$ cat src/rtl/instr_mem_sync.sv
// instr_mem_sync: synchronous instruction memory with fetch handshake, load port and post-reset NOP sweep.
module instr_mem_sync #(
    parameter int DATA_WIDTH = 32,
    parameter int DEPTH = 64,
    parameter int ADDR_WIDTH = 32,
    parameter int WORD_SHIFT = 2,
    parameter logic [DATA_WIDTH-1:0] NOP_WORD = 32'h08000000,
    parameter MEMFILE = "",
    parameter int INIT_COUNT = 0,
    localparam int IDX_W = $clog2(DEPTH)
) (
    input  logic                  clk,
    input  logic                  reset_n,
    input  logic                  fetch_req,
    input  logic [ADDR_WIDTH-1:0] fetch_addr,
    input  logic                  fetch_stall,
    output logic                  fetch_valid,
    output logic [DATA_WIDTH-1:0] fetch_instr,
    output logic                  fetch_oob,
    input  logic                  load_we,
    input  logic [IDX_W:0]        load_index,
    input  logic [DATA_WIDTH-1:0] load_data,
    output logic                  load_err,
    output logic                  ready,
`ifdef IMEM_FETCH_COUNT_EN
    output logic [IDX_W:0]        instr_count,
    output logic [31:0]           fetch_count
`else
    output logic [IDX_W:0]        instr_count
`endif
);
    typedef enum logic {INIT, READY} state_t;
    state_t state;
    logic [IDX_W:0] ptr;
    logic [DATA_WIDTH-1:0] mem [DEPTH];
    logic [ADDR_WIDTH-1:0] word_addr;
    logic [IDX_W-1:0] idx;
    logic [IDX_W:0] load_next;
    logic in_range, accept, sweep_we, load_ok;

    always_comb begin
        word_addr = fetch_addr >> WORD_SHIFT;
        idx = word_addr[IDX_W-1:0];
        in_range = ((word_addr >> IDX_W) == '0) && ({1'b0, idx} < instr_count);
        accept = fetch_req & ready & ~fetch_stall;
        sweep_we = reset_n & (state == INIT) & ~ptr[IDX_W];
        load_ok = load_we & ready & ~load_index[IDX_W];
        load_next = load_index + (IDX_W+1)'(1);
    end

    always_ff @(posedge clk)
        if (sweep_we) mem[ptr[IDX_W-1:0]] <= NOP_WORD;
        else if (load_ok) mem[load_index[IDX_W-1:0]] <= load_data;

    always_ff @(posedge clk or negedge reset_n)
        if (!reset_n) begin
            state <= INIT;
            ptr <= (IDX_W+1)'(INIT_COUNT);
            ready <= 1'b0;
            instr_count <= (IDX_W+1)'(INIT_COUNT);
            fetch_valid <= 1'b0;
            fetch_instr <= NOP_WORD;
            fetch_oob <= 1'b0;
            load_err <= 1'b0;
        end else begin
            if (state == INIT) begin
                ptr <= ptr[IDX_W] ? ptr : ptr + (IDX_W+1)'(1);
                state <= ptr[IDX_W] ? READY : INIT;
                ready <= ptr[IDX_W];
            end
            load_err <= load_we & ~load_ok;
            if (load_ok && load_next > instr_count) instr_count <= load_next;
            if (!fetch_stall) begin
                fetch_valid <= accept;
                if (accept) begin
                    fetch_instr <= in_range ? mem[idx] : NOP_WORD;
                    fetch_oob <= ~in_range;
                end
            end
        end

`ifdef IMEM_FETCH_COUNT_EN
    always_ff @(posedge clk or negedge reset_n)
        if (!reset_n) fetch_count <= '0;
        else if (accept) fetch_count <= fetch_count + 32'd1;
`endif
endmodule

$ cat config.mk
export PLATFORM = sky130hd
export DESIGN_NAME = instr_mem_sync
export DESIGN_NICKNAME = d
export VERILOG_FILES = /design/src/rtl/instr_mem_sync.sv
export SDC_FILE = /design/constraint.sdc
export NUM_CORES = 2
export LEC_CHECK = 0
export BUFFER_PORTS_ARGS = -buffer_cell sky130_fd_sc_hd__buf_2
export CAP_MARGIN = 20
export CORE_MARGIN = 2
export CORE_UTILIZATION = 55
export CTS_CLUSTER_SIZE = 14
export DETAILED_ROUTE_END_ITERATION = 6
export GPL_ROUTABILITY_DRIVEN = 1
export PLACE_DENSITY = 0.76
export SLEW_MARGIN = 20
export SYNTH_ARGS = -nofsm -noshare
export SYNTH_HDL_FRONTEND = slang
export SYNTH_SLANG_ARGS = --single-unit
$ cat constraint.sdc
create_clock -name clk -period 4.99 [get_ports clk]
set_input_delay 0.2495 -clock clk [delete_from_list [all_inputs] [get_ports clk]]
set_output_delay 0.2495 -clock clk [all_outputs]
set_load 0.01 [all_outputs]
==> impl_metrics.json <==
{
  "cts.htree.levels": 4,
  "grt_overflow": 0,
  "whs_ns": 0.0765,
  "worstHoldStart": "load_index[4]",
  "synth_top_area_cell": "edfxtp_1",
  "syn_area_um2": 80800,
  "p_switching_w": 0.00711,
  "power_w": 0.0346,
  "cts_inserted_buffers": 197,
  "post-route-min-period_ns": 4.05,
  "pwr-share-seq_pct": 55.0,
  "die_y_um": 387,
  "io_pins": 119,
  "clkLatencyLatePin_ns": 0.83,
  "antenna_left": 0,
  "worstMarginPinSlew_ns": 1.27,
  "synthTopCellsByArea": "edfxtp_1, mux4_2, mux2i_1",
  "die_x_um": 387,
  "yosysSeqAreaShare_pct": 77.7,
  "synth.avg_cell_area_um2": 21.9,
  "async_flop_share_pct": 2.43,
  "cts_root_buf": "clkbuf_16",
  "dr.pass1.iters": 7,
  "drt-total-wl_um": 222000,
  "power_density_nw_per_um2": 378,
  "ys.flop_type": "edfxtp_1",
  "grt_max_degree": 101,
  "worstPathMaxFanout": 23,
  "multi_input_area_um2": 17600,
  "irDropWorstVdd_mv": 0.333,
  "ys_types": 68,
  "p_clk_share_pct": 42.2,
  "syn_nets": 3777,
  "worstSetupStartpoint": "state",
  "netlist_instances": 3687,
  "layout_commonest_cell": "edfxtp_1",
  "post-cts-setup-buffers": 0,
  "required_ns": 5.50,
  "coreArea_um2": 146000,
  "regArea_um2": 62800,
  "drive_gt1_share_pct": 28.4,
  "drv_cap": 0,
  "rows": 140,
  "io_buffers": 116,
  "nNetsFinal": 4099,
  "fin_crit_sh_pct": 81.2,
  "leakage_nw": 24.5,
  "grt_use_total_pct": 29.7,
  "crit_top_cell": "buf_4",
  "hold_violations": 0,
  "clkSinkCount": 2099,
  "endpoint_kind": "flip-flop",
  "place.gp.congestion": 0.904,
  "cp.arrival_ns": 4.56,
  "relSlewSlack_pct": 14.5,
  "rsz0062_at_grt": "no",
  "r2r-start": "state",
  "synth_edf_count": 2048,
  "areaGrowthSynthToFinish_pct": 13.2,
  "grt_pass1_wl_um": 313000,
  "dieArea_um2": 150000,
  "initial_utilization_pct": 55.5,
  "yosys.area.top_type_share_pct": 76.1,
  "worstSetupPathType": "reg -> reg",
  "path_cells": "nor2_1 > a21boi_4 > buf_4 > o21ai_0 > nand2_1 > nor2_4 > buf_4",
  "path_clk_slew_ns": 0.06,
  "final_cell_mix": "edfxtp_1, mux4_2, clkbuf_16",
  "drt_iter0_markers": 7098,
  "ys_ff_latch": 2099,
  "antenna_found_initial": 13,
  "finalSetupViolCount": 0,
  "skew_ns": 0.0374,
  "switching_share_pct": 20.5,
  "fin_setup_tns_ns": 0,
  "fmax_mhz": 247,
  "wl_per_cell_um": 36.4,
  "critPathLaunchType": "flip-flop",
  "pwr-share-comb_pct": 2.7,
  "fill_cells": 9336,
  "vias": 42226,
  "dp_hpwl_um": 129000,
  "cp_slowest_cell": "nor2_4",
  "cts_tree": "done",
  "status": "completed",
  "drv_slew": 0,
  "p_int_w": 0.0275,
  "max_stage_delay_ns": 0.89,
  "ys_warn_count": 0,
  "post-route-drc-count": 0,
  "hold_path_class": "in -> reg",
  "cts.path.max_buffers": 3,
  "grt_pass1_vias": 41680,
  "via_per_inst": 6.92
}
-- final cells by class --
cell class | count | area share (%)
multi-input cells | 1385 | 19.2
inverters | 14 | 0.0574
clock buffers | 289 | 6.21
diodes | 6 | 0.0164
well taps | 1917 | 2.62
repair buffers | 312 | 2.58
flip-flops and latches | 2099 | 68.6
clock inverters | 81 | 0.692
-- stage by stage --
stage	setup slack, ns	util [%]	cells	cell area [um2]
floorplan	1.41	-	3687	80800
global placement	1.17	58.3	5716	85000
detailed placement	1.15	58.3	5716	85000
CTS	1.09	62.7	6097	91500
global route	0.888	62.8	6097	91500
finish	0.938	62.8	6103	91500
-- worst paths after layout --
check,to,slack [ns],depth (start not counted)
setup / recovery,mem[58][16],0.94,7
hold / removal,instr_count[4],0.08,3
setup reg to reg,mem[58][16],0.94,7
hold reg to reg,fetch_valid,0.49,2
max in group asynchronous,fetch_instr[3],3.95,3
min in group asynchronous,fetch_valid,0.38,3
-- metal layers --
| metal | share of wire (%) | global-route usage, % | routed length, um | vias to the layer above |
|---|---|---|---|---|
| met5 | 0.029 | 0 | 65 | - |
| met4 | 4.6 | 12.0 | 10100 | 10 |
| met1 | 35 | 41.1 | 77500 | 22031 |
| met2 | 47 | 45.5 | 103000 | 3400 |
| li1 | - | - | - | 16215 |
| met3 | 14 | 7.98 | 31100 | 570 |
-- power by group through the flow --
stage	logic [W]	registers, W	clock network, W
floorplan	0.000567	0.0194	0
global placement	0.000917	0.0194	0
detailed placement	0.000923	0.0194	0
CTS	0.000937	0.0190	0.0147
global route	0.000981	0.0190	0.0153
finish	0.000952	0.0190	0.0146
-- Yosys cell counts, drive strengths merged (6+ instances only) --
cell    count
and2       45
a221oi     10
nand2b      9
edfxtp   2048
nor2      103
nor2b      15
a211oi     11
clkbuf     69
and3        8
o22ai      43
a21oi      19
nand3b      6
a32oi      13
o21ai      26
a222oi      6
mux2       10
o211ai      8
a22oi      99
buf       120
ha         14
nand2     154
inv        13
nand4      14
a31oi       7
mux2i     144
mux4      495
xnor2       7
nor3        8
nor4        8
dfrtp      50
nand3      45
-- registers in the layout, indices dropped and copies added, names as in the netlist --
name / cells
fetch_instr: 32
fetch_oob: 1
fetch_valid: 1
instr_count: 7
load_err: 1
mem: 2048
ptr: 7
ready: 1
state: 1
-- worst max-delay path, delay by kind of cell (launching register included) --
kind | cells | cell delay (ns)
and+or+nand+nor | 3 | 2.05
buffers and inverters | 2 | 0.65
DFF | 1 | 0.41
AOI/OAI and AO/OA | 2 | 0.59
-- logic make-up after synthesis --
kind of cell	Yosys count	synth area share (%)
and+or+nand+nor	426	2.46
buffers and inverters	203	1.29
adders and majority gates	14	0.217
xor gates and xnor gates	10	0.108
muxes	649	15.7
DFF	2099	77.7
AOI/OAI and AO/OA	286	2.55
-- timing repair --
item / CTS / global route
endpoints found under the setup margin: 0 / 0
resized for setup: 0 / 0
endpoints found under the hold margin: 70 / 0
hold buffers: 11 / 0
No activity file was read; power rests on OpenSTA's default activity.
